### src/rtl/uart_tx_queue.sv
// uart_tx_queue: transmit buffer between the CPU memory stage and an external UART chip.
// The memory stage pushes bytes with a one-cycle strobe. They are queued in a FIFO and drained
// one at a time. For each byte the block requests the shared ram1 data bus and drives the byte.
// It then pulses uart_wrn low and waits for the UART's tbre/tsre status before the next byte.
//
// Ports:
//   cpu_clk50, cpu_rst   clock, asynchronous active-low reset
//   txq_wr, txq_data     push strobe and byte
//   txq_flush            clear queued bytes and the overflow flag
//   txq_full/empty/count FIFO status
//   txq_busy             transmit FSM not idle
//   txq_overflow         sticky: a push was dropped because the FIFO was full
//   bus_req, bus_gnt     ram1 data bus request/grant
//   uart_data, _oe       byte for ram1_data_bus[7:0] and its tri-state enable
//   uart_wrn             UART write strobe, active-low
//   uart_tbre, uart_tsre UART status inputs (asynchronous, synchronised here)
module uart_tx_queue #(
    parameter int unsigned DEPTH_LOG2  = 4,
    parameter int unsigned SETUP_CYC   = 2,
    parameter int unsigned WRN_LOW_CYC = 4,
    parameter int unsigned GUARD_CYC   = 4
) (
    input  logic                  cpu_clk50,
    input  logic                  cpu_rst,
    input  logic                  txq_wr,
    input  logic [7:0]            txq_data,
    input  logic                  txq_flush,
    output logic                  txq_full,
    output logic                  txq_empty,
    output logic [DEPTH_LOG2:0]   txq_count,
    output logic                  txq_busy,
    output logic                  txq_overflow,
    output logic                  bus_req,
    input  logic                  bus_gnt,
    output logic [7:0]            uart_data,
    output logic                  uart_data_oe,
    output logic                  uart_wrn,
    input  logic                  uart_tbre,
    input  logic                  uart_tsre
);

    localparam int unsigned DEPTH = 2 ** DEPTH_LOG2;

    typedef enum logic [2:0] {
        StIdle, StReq, StSetup, StStrobe, StHold, StGuard, StWait
    } state_e;

    state_e                  state_q, state_d;
    logic [7:0]              cyc_q, cyc_d;
    logic                    wrn_q, wrn_d;
    logic                    oe_q, oe_d;
    logic                    req_q, req_d;
    logic [7:0]              data_q, data_d;

    logic [7:0]              mem [DEPTH];
    logic [DEPTH_LOG2-1:0]   wr_ptr_q, rd_ptr_q;
    logic [DEPTH_LOG2:0]     count_q;
    logic                    overflow_q;
    logic                    push, pop, full, empty;

    logic [1:0]              tbre_sync_q, tsre_sync_q;
    logic                    tx_ready;

    assign full      = (count_q == (DEPTH_LOG2 + 1)'(DEPTH));
    assign empty     = (count_q == '0);
    // A pop in the same cycle frees a slot, so a push into a full FIFO is still accepted.
    assign push      = txq_wr && !txq_flush && (!full || pop);
    assign tx_ready  = tbre_sync_q[1] && tsre_sync_q[1];

    // Status synchronisers; reset to "ready" so a missing UART does not stall the queue.
    always_ff @(posedge cpu_clk50 or negedge cpu_rst) begin
        if (!cpu_rst) begin
            tbre_sync_q <= 2'b11;
            tsre_sync_q <= 2'b11;
        end else begin
            tbre_sync_q <= {tbre_sync_q[0], uart_tbre};
            tsre_sync_q <= {tsre_sync_q[0], uart_tsre};
        end
    end

    // FIFO storage, no reset needed: contents are only read below count_q.
    always_ff @(posedge cpu_clk50) begin
        if (push) begin
            mem[wr_ptr_q] <= txq_data;
        end
    end

    always_ff @(posedge cpu_clk50 or negedge cpu_rst) begin
        if (!cpu_rst) begin
            wr_ptr_q   <= '0;
            rd_ptr_q   <= '0;
            count_q    <= '0;
            overflow_q <= 1'b0;
        end else if (txq_flush) begin
            // A byte popped this cycle is already captured in data_q and still goes out.
            wr_ptr_q   <= '0;
            rd_ptr_q   <= '0;
            count_q    <= '0;
            overflow_q <= 1'b0;
        end else begin
            if (push) begin
                wr_ptr_q <= wr_ptr_q + 1'b1;
            end
            if (pop) begin
                rd_ptr_q <= rd_ptr_q + 1'b1;
            end
            unique case ({push, pop})
                2'b10:   count_q <= count_q + 1'b1;
                2'b01:   count_q <= count_q - 1'b1;
                default: count_q <= count_q;
            endcase
            if (txq_wr && full && !pop) begin
                overflow_q <= 1'b1;
            end
        end
    end

    // Transmit FSM: outputs are computed one cycle ahead and registered.
    always_comb begin
        state_d = state_q;
        cyc_d   = cyc_q;
        wrn_d   = wrn_q;
        oe_d    = oe_q;
        req_d   = req_q;
        data_d  = data_q;
        pop     = 1'b0;
        unique case (state_q)
            StIdle: begin
                if (!empty) begin
                    state_d = StReq;
                    req_d   = 1'b1;
                end
            end
            StReq: begin
                if (empty) begin
                    // Queue flushed while waiting for the bus.
                    state_d = StIdle;
                    req_d   = 1'b0;
                end else if (bus_gnt) begin
                    pop     = 1'b1;
                    data_d  = mem[rd_ptr_q];
                    oe_d    = 1'b1;
                    cyc_d   = '0;
                    state_d = StSetup;
                end
            end
            StSetup: begin
                if (cyc_q == 8'(SETUP_CYC - 1)) begin
                    cyc_d   = '0;
                    wrn_d   = 1'b0;
                    state_d = StStrobe;
                end else begin
                    cyc_d = cyc_q + 8'd1;
                end
            end
            StStrobe: begin
                if (cyc_q == 8'(WRN_LOW_CYC - 1)) begin
                    cyc_d   = '0;
                    wrn_d   = 1'b1;
                    state_d = StHold;
                end else begin
                    cyc_d = cyc_q + 8'd1;
                end
            end
            StHold: begin
                // Keeps oe from switching on the same edge as the rising uart_wrn.
                oe_d    = 1'b0;
                req_d   = 1'b0;
                cyc_d   = '0;
                state_d = StGuard;
            end
            StGuard: begin
                // Lets the UART pull tbre low before it is sampled.
                if (cyc_q == 8'(GUARD_CYC - 1)) begin
                    cyc_d   = '0;
                    state_d = StWait;
                end else begin
                    cyc_d = cyc_q + 8'd1;
                end
            end
            StWait: begin
                if (tx_ready) begin
                    state_d = StIdle;
                end
            end
            default: begin
                state_d = StIdle;
            end
        endcase
    end

    always_ff @(posedge cpu_clk50 or negedge cpu_rst) begin
        if (!cpu_rst) begin
            state_q <= StIdle;
            cyc_q   <= '0;
            wrn_q   <= 1'b1;
            oe_q    <= 1'b0;
            req_q   <= 1'b0;
            data_q  <= '0;
        end else begin
            state_q <= state_d;
            cyc_q   <= cyc_d;
            wrn_q   <= wrn_d;
            oe_q    <= oe_d;
            req_q   <= req_d;
            data_q  <= data_d;
        end
    end

    assign txq_full     = full;
    assign txq_empty    = empty;
    assign txq_count    = count_q;
    assign txq_busy     = (state_q != StIdle);
    assign txq_overflow = overflow_q;
    assign bus_req      = req_q;
    assign uart_data    = data_q;
    assign uart_data_oe = oe_q;
    assign uart_wrn     = wrn_q;

endmodule

### config.mk
export PLATFORM = sky130hd
export DESIGN_NAME = uart_tx_queue
export DESIGN_NICKNAME = d
export VERILOG_FILES = /design/src/rtl/uart_tx_queue.sv
export SDC_FILE = /design/constraint.sdc
export NUM_CORES = 1
export LEC_CHECK = 0
export CAP_MARGIN = 20
export CORE_MARGIN = 8
export CORE_UTILIZATION = 45
export CTS_CLUSTER_SIZE = 14
export DETAILED_ROUTE_END_ITERATION = 10
export DONT_BUFFER_PORTS = 1
export PLACE_DENSITY_LB_ADDON = 0.12
export SYNTH_ARGS = -nofsm -noshare
export SYNTH_HDL_FRONTEND = slang
export SYNTH_SLANG_ARGS = --single-unit
### constraint.sdc
create_clock -name cpu_clk50 -period 2.3 [get_ports cpu_clk50]
set_input_delay 0.23 -clock cpu_clk50 [delete_from_list [all_inputs] [get_ports cpu_clk50]]
set_output_delay 0.23 -clock cpu_clk50 [all_outputs]
set_load 0.03 [all_outputs]
==> results of run 1 <==
==> routing by layer <==
metal | up-vias | part of all wire | GRT usage
li1 | 1769 | - | -
met1 | 1978 | 0.44 | 0.2034
met5 | - | 0 | 0
met4 | 0 | 0.018 | 0.07292
met3 | 16 | 0.051 | 0.03858
met2 | 81 | 0.49 | 0.2572
==> through the flow <==
stage	total power, µW	util
after global placement	5397	0.4880
after CTS	8398	0.5356
after detailed placement	5421	0.4880
after floorplan	5041	-
final	8318	0.5362
after global routing	8692	0.5362
==> worst paths after layout <==
check	end	slack, ps	cells after the start
max	txq_count[4]	60	10
min in group asynchronous	txq_count[3]	270	2
max reg2reg	txq_count[4]	60	10
min reg2reg	tsre_sync_q[1]	360	0
max in group asynchronous	uart_wrn	1760	2
min	txq_count[4]	190	4
==> final cells by class <==
cell class / instances / share of cell area
flip-flops and latches: 168 / 0.5766
multi-input cells: 229 / 0.2627
clock buffers: 18 / 0.05094
repair buffers: 44 / 0.05049
well taps: 216 / 0.03208
clock inverters: 13 / 0.02005
inverters: 16 / 0.007128
==> layout by cell type, fill, tap and decap left out, types with 4 or more instances in the layout <==
cell type	instances
sky130_fd_sc_hd__nand2_1	19
sky130_fd_sc_hd__nor2_1	32
sky130_fd_sc_hd__and3_1	4
sky130_fd_sc_hd__dfrtp_1	29
sky130_fd_sc_hd__edfxtp_1	128
sky130_fd_sc_hd__buf_4	26
sky130_fd_sc_hd__buf_12	5
sky130_fd_sc_hd__inv_1	15
sky130_fd_sc_hd__nand3_1	4
sky130_fd_sc_hd__dfrtp_2	6
sky130_fd_sc_hd__a221oi_1	8
sky130_fd_sc_hd__o21ai_0	11
sky130_fd_sc_hd__mux4_2	32
sky130_fd_sc_hd__a21oi_1	12
sky130_fd_sc_hd__xor2_1	4
sky130_fd_sc_hd__ha_1	9
sky130_fd_sc_hd__mux2i_1	20
sky130_fd_sc_hd__a21o_1	4
sky130_fd_sc_hd__and2_1	5
sky130_fd_sc_hd__xnor2_1	5
sky130_fd_sc_hd__nor3_1	8
sky130_fd_sc_hd__nor4_2	4
sky130_fd_sc_hd__dlygate4sd3_1	13
sky130_fd_sc_hd__clkbuf_16	17
sky130_fd_sc_hd__dfstp_2	5
==> Yosys cell counts (4+ instances only) <==
cell                       number  share of area
sky130_fd_sc_hd__mux4_2        32           0.10
sky130_fd_sc_hd__nand2_1       20          0.010
sky130_fd_sc_hd__edfxtp_1     128           0.54
sky130_fd_sc_hd__dfstp_2        5          0.018
sky130_fd_sc_hd__inv_1         16         0.0084
sky130_fd_sc_hd__nand3_1        4         0.0028
sky130_fd_sc_hd__buf_1          4         0.0021
sky130_fd_sc_hd__o21ai_0       12         0.0084
sky130_fd_sc_hd__nor4_1         5         0.0044
sky130_fd_sc_hd__xor2_1         4         0.0049
sky130_fd_sc_hd__dfrtp_1       35           0.12
sky130_fd_sc_hd__buf_2          5         0.0035
sky130_fd_sc_hd__xnor2_1        5         0.0061
sky130_fd_sc_hd__a21o_1         4         0.0042
sky130_fd_sc_hd__a221oi_1       8         0.0098
sky130_fd_sc_hd__nor3_1         8         0.0056
sky130_fd_sc_hd__clkbuf_1       5         0.0026
sky130_fd_sc_hd__and2_1         5         0.0044
sky130_fd_sc_hd__mux2i_1       20          0.028
sky130_fd_sc_hd__a21oi_1       13         0.0091
sky130_fd_sc_hd__ha_1          10          0.017
sky130_fd_sc_hd__nor2_1        32          0.017
sky130_fd_sc_hd__and3_1         4         0.0035
==> worst min-delay path, stage by stage <==
cell and delay, ps:
sky130_fd_sc_hd__nor2_1 60, sky130_fd_sc_hd__nand4_1 100, sky130_fd_sc_hd__a21o_1 110, sky130_fd_sc_hd__a21oi_1 60
==> flip-flops by register name (all words and copies together), names as in the netlist <==
name          cells
uart_data_oe      1
tbre_sync_q       2
rd_ptr_q          4
tsre_sync_q       2
uart_wrn          1
mem             128
bus_req           1
uart_data         8
wr_ptr_q          4
txq_overflow      1
state_q           3
txq_count         5
cyc_q             8
==> timing repair <==
action	in CTS	in global routing
setup endpoints to repair	0	25
hold endpoints to repair	184	0
gates resized for setup	0	2
hold buffers	14	0
==> logic make-up after synthesis <==
family,count (synthesis)
AO/OA/AOI/OAI,55
buffers and inverters,36
AND/OR/NAND/NOR,100
multiplexers,54
flip-flops,168
XOR/XNOR,9
adder cells (fa/ha/maj),11
==> power breakdown <==
group	switching, µW	internal [µW]
Sequential	366	3460
Clock	1180	1720
Combinational	891	706
==> results.rst, run 1 <==
.. list-table::
   :header-rows: 1

   * - Metric
     - Value
   * - Post-synthesis sequential area ratio
     - 0.6778
   * - Overall fraction of global-route tracks in use
     - 0.1606
   * - Non-Filler Cell Area, Final
     - 8426 µm²
   * - Worst clock skew
     - 24.67 ps
   * - FF+latch area
     - 4858 µm²
   * - Required @ worst endpoint
     - between 2000 and 3000 ps
   * - Worst-margin pin slew
     - 1072 ps
   * - Worst setup path start
     - txq_count[2]
   * - FFs w/ async S/R, synth
     - 0.2381
   * - Num rows
     - 46
   * - Boundary Pins
     - 35
   * - Arrival @ worst endpoint
     - about 2500 ps
   * - Total of warnings raised by yosys
     - 0
   * - Synthesis-to-finish area growth
     - 17.73%
   * - Placed wire-length estimate after detailed placement
     - 9.657 mm
   * - Time the final worst path needs with I/O delays and setup
     - about 2200 ps
   * - Crit path setup slack, layout
     - 62.32 ps
   * - Maximum number of pins on one net before global-route repair
     - 41
   * - Maximum Capacitance Violations
     - 0
   * - Ant diodes
     - 0
   * - Max incr delay on CP
     - 440 ps
   * - Share of layout cells above drive strength 1
     - 0.2746
   * - Number of distinct standard cells referenced by the synthesized netlist
     - between 50 and 60
   * - Placer Congestion
     - 0.7781
   * - Startpoint types
     - register
   * - Slew margin rel.
     - 0.2793
   * - Placed Instance Area
     - 7667 µm²
   * - Clock Latency Late Sink
     - 440 ps
   * - R2R Path Start
     - txq_count[2]
   * - Power Density
     - 987.2 nW/µm²
   * - Number of filler cells placed in the layout
     - 1263
   * - Cell area after technology mapping
     - 7157 µm²
   * - Total CTS buffers
     - 17
   * - Net count, final
     - 502
   * - Die outline area
     - 20200 µm²
   * - Post-route fraction of the period consumed by the critical path
     - 0.9729
   * - Clock edge transition at the registers on the reported setup and hold paths
     - 60 ps
   * - Starting utilization of the core area
     - 0.4555
   * - Peak ir drop on the vdd network
     - 0.0007023 V
   * - Die height
     - 142.1 µm
   * - Core region area
     - 15710 µm²
   * - Ys flop type
     - sky130_fd_sc_hd__edfxtp_1
   * - Post-Synthesis Net Count
     - 459
   * - Static leakage power
     - 0.002903 µW
   * - Type of element capturing the critical path
     - register
   * - Gate Count Post-Synth
     - 433
   * - Aggregate global routing overflow
     - 0
   * - Largest buffer count on any clock path
     - 2
   * - Multi-input logic area
     - 2213 µm²
   * - Total of buffers placed on input and output ports
     - 0
   * - Highest net fanout along the worst path
     - 4
   * - Synthesized-area fraction occupied by adder cells
     - 0.02028
   * - Result of the run
     - finished, final reports clean
   * - Top Family by Delay on Critical Path
     - compound AO/OA/AOI/OAI gates
   * - Path type of the worst setup path
     - register to register
   * - Post-DR vias/cell
     - 5.460
   * - Post-CTS setup-driven buffer insertion count
     - 0
   * - CTS root buf
     - sky130_fd_sc_hd__clkbuf_16
   * - CTS Sinks
     - 168
   * - Overall via count from detail_route
     - 3844
   * - Avg Synthesized Cell Area
     - roughly 17 µm²
   * - #FFs+latches synth
     - 168
   * - F_max
     - 446.9 MHz
   * - Number of global-route vias before repair
     - 4052
   * - Non-filler cells, final
     - 704
   * - Die extent in x
     - 142.1 µm
   * - Xor and xnor fraction of the mapped netlist area
     - 0.01101
   * - Count of flip-flops with a built-in enable after synthesis
     - 128
   * - Synth Area in Compound Gates
     - 0.05752
   * - Sequence of cells on the critical path
     - nor4_4 -> a21oi_4 -> nand2_4 -> inv_2 -> ha_4 -> nor2b_4 -> o21ai_2 -> a211o_1 -> a31oi_1 -> a21oi_1
   * - H-tree depth reported by CTS
     - 4
   * - Antenna-violating nets left
     - 0
   * - Total Routed Length
     - 14.82 mm
   * - First-pass GRT wire length
     - between 20 and 25 mm
   * - Final worst hold slack
     - 185.6 ps
   * - Crit path buffers/inverters
     - 1
   * - Proportion of synthesized area in mux cells
     - 0.1322
   * - Launch instance of the worst min-delay path
     - txq_wr
   * - Hold Crit Class
     - input port to register
   * - Setup repair after global routing missed its margin
     - yes
   * - Setup-violating endpoint count in the final report
     - 0
   * - Final-layout setup total negative slack
     - 0 ps
   * - Simple-gate share of the synthesized area
     - 0.07500
   * - Post-detailed-route DRC marker count
     - 0
   * - Pre-CTS worst setup slack
     - around 79 ps
   * - DP Cell Count
     - 659
   * - 1st-pass router iterations
     - 6
   * - Antenna violations before repair
     - 0
   * - Slowest stage cell, crit path
     - sky130_fd_sc_hd__dfrtp_2
   * - TritonCTS clock tree
     - yes
   * - Detail-routed net length per standard cell
     - approximately 21 µm
   * - Max-slew violation total from the final report
     - 0
   * - Final hold viol count
     - 0
   * - Drt initial violations
     - roughly 240
   * - Combinational family with the most area after synthesis
     - multiplexers
No activity file was read; power rests on OpenSTA's default activity.
==> inputs of run 2 (changes only) <==
Settings changed: ABC_AREA set to 1, PLACE_DENSITY set to 0.64, PLACE_DENSITY_LB_ADDON 0.12 to not set.
==> results.rst, run 2 <==
.. list-table::
   :header-rows: 1

   * - Metric
     - Value
   * - Placed wire-length estimate after detailed placement
     - 10.71 mm (+11%)
   * - Startpoint types
     - register
   * - Post-route fraction of the period consumed by the critical path
     - 0.9405 (-0.03236)
   * - Aggregate global routing overflow
     - 0 (unchanged)
   * - Flip-flop count of the largest register after layout
     - 128 (unchanged)
   * - Setup slack of the most critical reg-to-reg path
     - 140 ps (+70 ps)
   * - Max-slew violation total from the final report
     - 0 (unchanged)
   * - Comb pwr share
     - 0.154 (-0.038)
   * - Placed Instance Area
     - 7725 µm² (+0.75%)
   * - Non-filler cells, final
     - 968 (+38%)
   * - Type of element capturing the critical path
     - register
   * - Synthesis-to-finish area growth
     - 15.95%
   * - Final hold viol count
     - 0 (unchanged)
   * - Detail-routed net length per standard cell
     - 17.45 µm (-17%)
   * - Register with the most flip-flops
     - mem
   * - Post-detailed-route DRC marker count
     - 0 (unchanged)
   * - Die height
     - 143.8 µm (+1.2%)
   * - F_max
     - 462.3 MHz (+3.4%)
   * - Drt initial violations
     - 429 (+81%)
   * - Clock Latency Late Sink
     - 420 ps (-20 ps)
   * - Required @ worst endpoint
     - 2610 ps (+40 ps)
   * - Cell-internal power
     - 5727 µW (-2.6%)
   * - Most used cells in the layout excluding fill and tap cells
     - sky130_fd_sc_hd__nand2_1 (149), sky130_fd_sc_hd__edfxtp_1 (128), sky130_fd_sc_hd__nor2_1 (120)
   * - Pre-CTS worst setup slack
     - 112.3 ps (+33.61 ps)
   * - Post-Synthesis Net Count
     - 730 (+59%)
   * - Peak ir drop on the vdd network
     - 0.0005270 V (-25%)
   * - Number of global-route vias before repair
     - 5009 (+24%)
   * - Proportion of power drawn by the clock network
     - 0.376 (+0.028)
   * - Most instantiated cells after synthesis
     - sky130_fd_sc_hd__nand2_1 (149), sky130_fd_sc_hd__edfxtp_1 (128), sky130_fd_sc_hd__nor2_1 (120)
   * - Die outline area
     - 20680 µm² (+2.4%)
   * - Count of flip-flops with a built-in enable after synthesis
     - 128 (unchanged)
   * - Final-layout setup total negative slack
     - 0 ps (unchanged)
   * - Post-CTS setup-driven buffer insertion count
     - 0 (unchanged)
   * - Power Density
     - 957.5 nW/µm² (-3.0%)
   * - Die extent in x
     - 143.8 µm (+1.2%)
   * - CTS Sinks
     - 168 (unchanged)
   * - Total of buffers placed on input and output ports
     - 0 (unchanged)
   * - Cell area after technology mapping
     - 7350 µm² (+2.7%)
   * - Commonest non-fill, non-tap cell in the layout
     - sky130_fd_sc_hd__nand2_1
   * - Power spent charging and discharging nets
     - 2433 µW (-0.28%)
   * - Total Routed Length
     - 16.89 mm (+14%)
   * - First-pass GRT wire length
     - 27.19 mm (+14%)
   * - Ys flop type
     - sky130_fd_sc_hd__edfxtp_1
   * - 1st-pass router iterations
     - 5 (-1)
   * - Avg Synthesized Cell Area
     - 10.44 µm² (-37%)
   * - Gate Count Post-Synth
     - 704 (+63%)
   * - Number of distinct standard cells referenced by the synthesized netlist
     - 37 (-35%)
   * - Net count, final
     - 765 (+52%)
   * - Num rows
     - 46 (unchanged)
   * - Worst clock skew
     - 11.95 ps (-12.72 ps)
   * - Switching part of the total
     - 0.2981 (+0.004845)
   * - Crit path setup slack, layout
     - 136.8 ps (+74.43 ps)
   * - Overall via count from detail_route
     - 5108 (+33%)
   * - Hold Crit Class
     - input port to register
   * - Largest buffer count on any clock path
     - 2 (unchanged)
   * - Total CTS buffers
     - 17 (unchanged)
   * - Clock edge transition at the registers on the reported setup and hold paths
     - 60 ps (about the same)
   * - Arrival @ worst endpoint
     - 2470 ps (-40 ps)
   * - CTS root buf
     - sky130_fd_sc_hd__clkbuf_16
   * - Starting utilization of the core area
     - 0.4610 (+0.005509)
   * - TritonCTS clock tree
     - yes
   * - Share of total power in sequential cells
     - 0.470 (+0.011)
   * - Maximum number of pins on one net before global-route repair
     - 67 (+63%)
   * - Total of warnings raised by yosys
     - 0 (unchanged)
   * - Placer Congestion
     - 0.8625 (+11%)
   * - Ant diodes
     - 0 (unchanged)
   * - Largest area contributor in the synthesized netlist
     - sky130_fd_sc_hd__edfxtp_1
   * - Maximum Capacitance Violations
     - 0 (unchanged)
   * - Time the final worst path needs with I/O delays and setup
     - 2163 ps (-74.43 ps)
   * - Overall fraction of global-route tracks in use
     - 0.1733 (+0.01273)
   * - Result of the run
     - finished, final reports clean
   * - Biggest area contributors in the synthesized netlist
     - sky130_fd_sc_hd__edfxtp_1 (52%), sky130_fd_sc_hd__dfrtp_1 (12%), sky130_fd_sc_hd__nand2_1 (7.6%)
   * - Highest net fanout along the worst path
     - 8 (+4)
   * - Setup-violating endpoint count in the final report
     - 0 (unchanged)
   * - Share of layout cells above drive strength 1
     - 0.1104 (-0.1642)
   * - #FFs+latches synth
     - 168 (unchanged)
   * - Core region area
     - 15940 µm² (+1.5%)
   * - Portion of synthesized cell area occupied by the leading cell type
     - 0.5230 (-0.01408)
   * - Boundary Pins
     - 35 (unchanged)
   * - Path type of the worst setup path
     - register to register
   * - DP Cell Count
     - 922 (+40%)
   * - Post-DR vias/cell
     - 5.277 (-3.4%)
   * - Slew margin rel.
     - 0.4953 (+0.2161)
   * - Static leakage power
     - 0.003407 µW (+17%)
   * - Antenna violations before repair
     - 0 (unchanged)
   * - FFs w/ async S/R, synth
     - 0.2381 (unchanged)
   * - Non-Filler Cell Area, Final
     - 8522 µm² (+1.1%)
   * - Worst-margin pin slew
     - 754.5 ps (-317.7 ps)
   * - Antenna-violating nets left
     - 0 (unchanged)
   * - Post-synthesis sequential area ratio
     - 0.6600 (-0.01777)
   * - Number of filler cells placed in the layout
     - 1386 (+9.7%)
   * - Most frequent cell after synthesis
     - sky130_fd_sc_hd__nand2_1
   * - H-tree depth reported by CTS
     - 4 (unchanged)
==> run 2: cell count changes in the layout (fill, tap and decap cells not counted), moves of 6 or more <==
cell	before	now
sky130_fd_sc_hd__a221oi_1	8	0
sky130_fd_sc_hd__nand2_1	19	149
sky130_fd_sc_hd__o21ai_0	11	59
sky130_fd_sc_hd__nor2_1	32	120
sky130_fd_sc_hd__inv_1	15	32
sky130_fd_sc_hd__mux2i_1	20	1
sky130_fd_sc_hd__nand3_1	4	76
sky130_fd_sc_hd__a21oi_1	12	6
sky130_fd_sc_hd__mux4_2	32	0
==> run 2: path summary, 6_finish.rpt <==
check / startpoint / to / cells after the start
worst max-delay path: state_q[1] / txq_count[4] / 14
worst min-delay path: txq_flush / rd_ptr_q[2] / 3
worst max register to register: state_q[1] / txq_count[4] / 14
worst min register to register: tbre_sync_q[0] / tbre_sync_q[1] / 0
max in group asynchronous: cpu_rst / tsre_sync_q[0] / 2
min in group asynchronous: cpu_rst / cyc_q[4] / 2
==> run 2: layer usage <==
layer  vias to the layer above  GRT usage  part of all wire
li1                       2473          -                 -
met2                       129     0.2897              0.50
met5                         -          0                 0
met1                      2491     0.2213              0.43
met3                        15    0.04247             0.055
met4                         0    0.04427             0.012
==> run 2: repair_timing <==
action / in CTS / in global routing
setup endpoints to repair: 0 / 1
endpoints found under the hold margin: 178 / 0
hold buffers: 14 / 0
resized for setup: 0 / 1
==> run 2: logic make-up after synthesis <==
kind of cell,count (synthesis),share of synthesized area
xor+xnor,6,0.007150
fa+ha+maj,11,0.01975
mux,1,0.001362
compound gates,79,0.05652
buf+inv,67,0.03864
flops,168,0.6600
simple gates,372,0.2165
==> run 2: layout make-up <==
| cell class | instances | area, µm² | share of cell area |
|---|---|---|---|
| Clock inverter | 14 | 209.0 | 0.02452 |
| Inverter | 38 | 142.6 | 0.01674 |
| Clock buffer | 18 | 429.2 | 0.05036 |
| Timing Repair Buffer | 45 | 395.4 | 0.04640 |
| Multi-Input combinational cell | 469 | 2223 | 0.2609 |
| Tap cell | 216 | 270.3 | 0.03171 |
| Sequential cell | 168 | 4852 | 0.5694 |
==> run 2: critical path, cell delays in order, from the launching register on <==
cell and delay, ps:
sky130_fd_sc_hd__dfrtp_1 470, sky130_fd_sc_hd__inv_2 90, sky130_fd_sc_hd__nand2_2 70, sky130_fd_sc_hd__nor2_4 180, sky130_fd_sc_hd__nand4_4 180, sky130_fd_sc_hd__inv_1 160
sky130_fd_sc_hd__ha_1 280, sky130_fd_sc_hd__a21oi_1 190, sky130_fd_sc_hd__nand2_1 80, sky130_fd_sc_hd__nand2_1 90, sky130_fd_sc_hd__nand2_1 50, sky130_fd_sc_hd__nand2_1 60
sky130_fd_sc_hd__nand2_1 60, sky130_fd_sc_hd__nand2_1 60, sky130_fd_sc_hd__nand2_1 40
==> run 2: per-stage QoR <==
stage | total power [µW] | utilization | hold slack, ps
3_5_place_dp | 5061 | 0.4845 | -64.40
3_3_place_gp | 5012 | 0.4845 | -64.31
4_1_cts | 8201 | 0.5340 | 11.38
2_1_floorplan | 4748 | - | -65.59
5_1_grt | 8521 | 0.5345 | 33.38
6_report | 8159 | 0.5345 | 25.57
==> run 2: power by group through the flow <==
stage,clock [µW],sequential (µW),combinational [µW]
2_1_floorplan,0,3850,897
6_report,3070,3830,1260
3_3_place_gp,0,3890,1130
3_5_place_dp,0,3900,1160
5_1_grt,3240,3860,1420
4_1_cts,3120,3840,1240
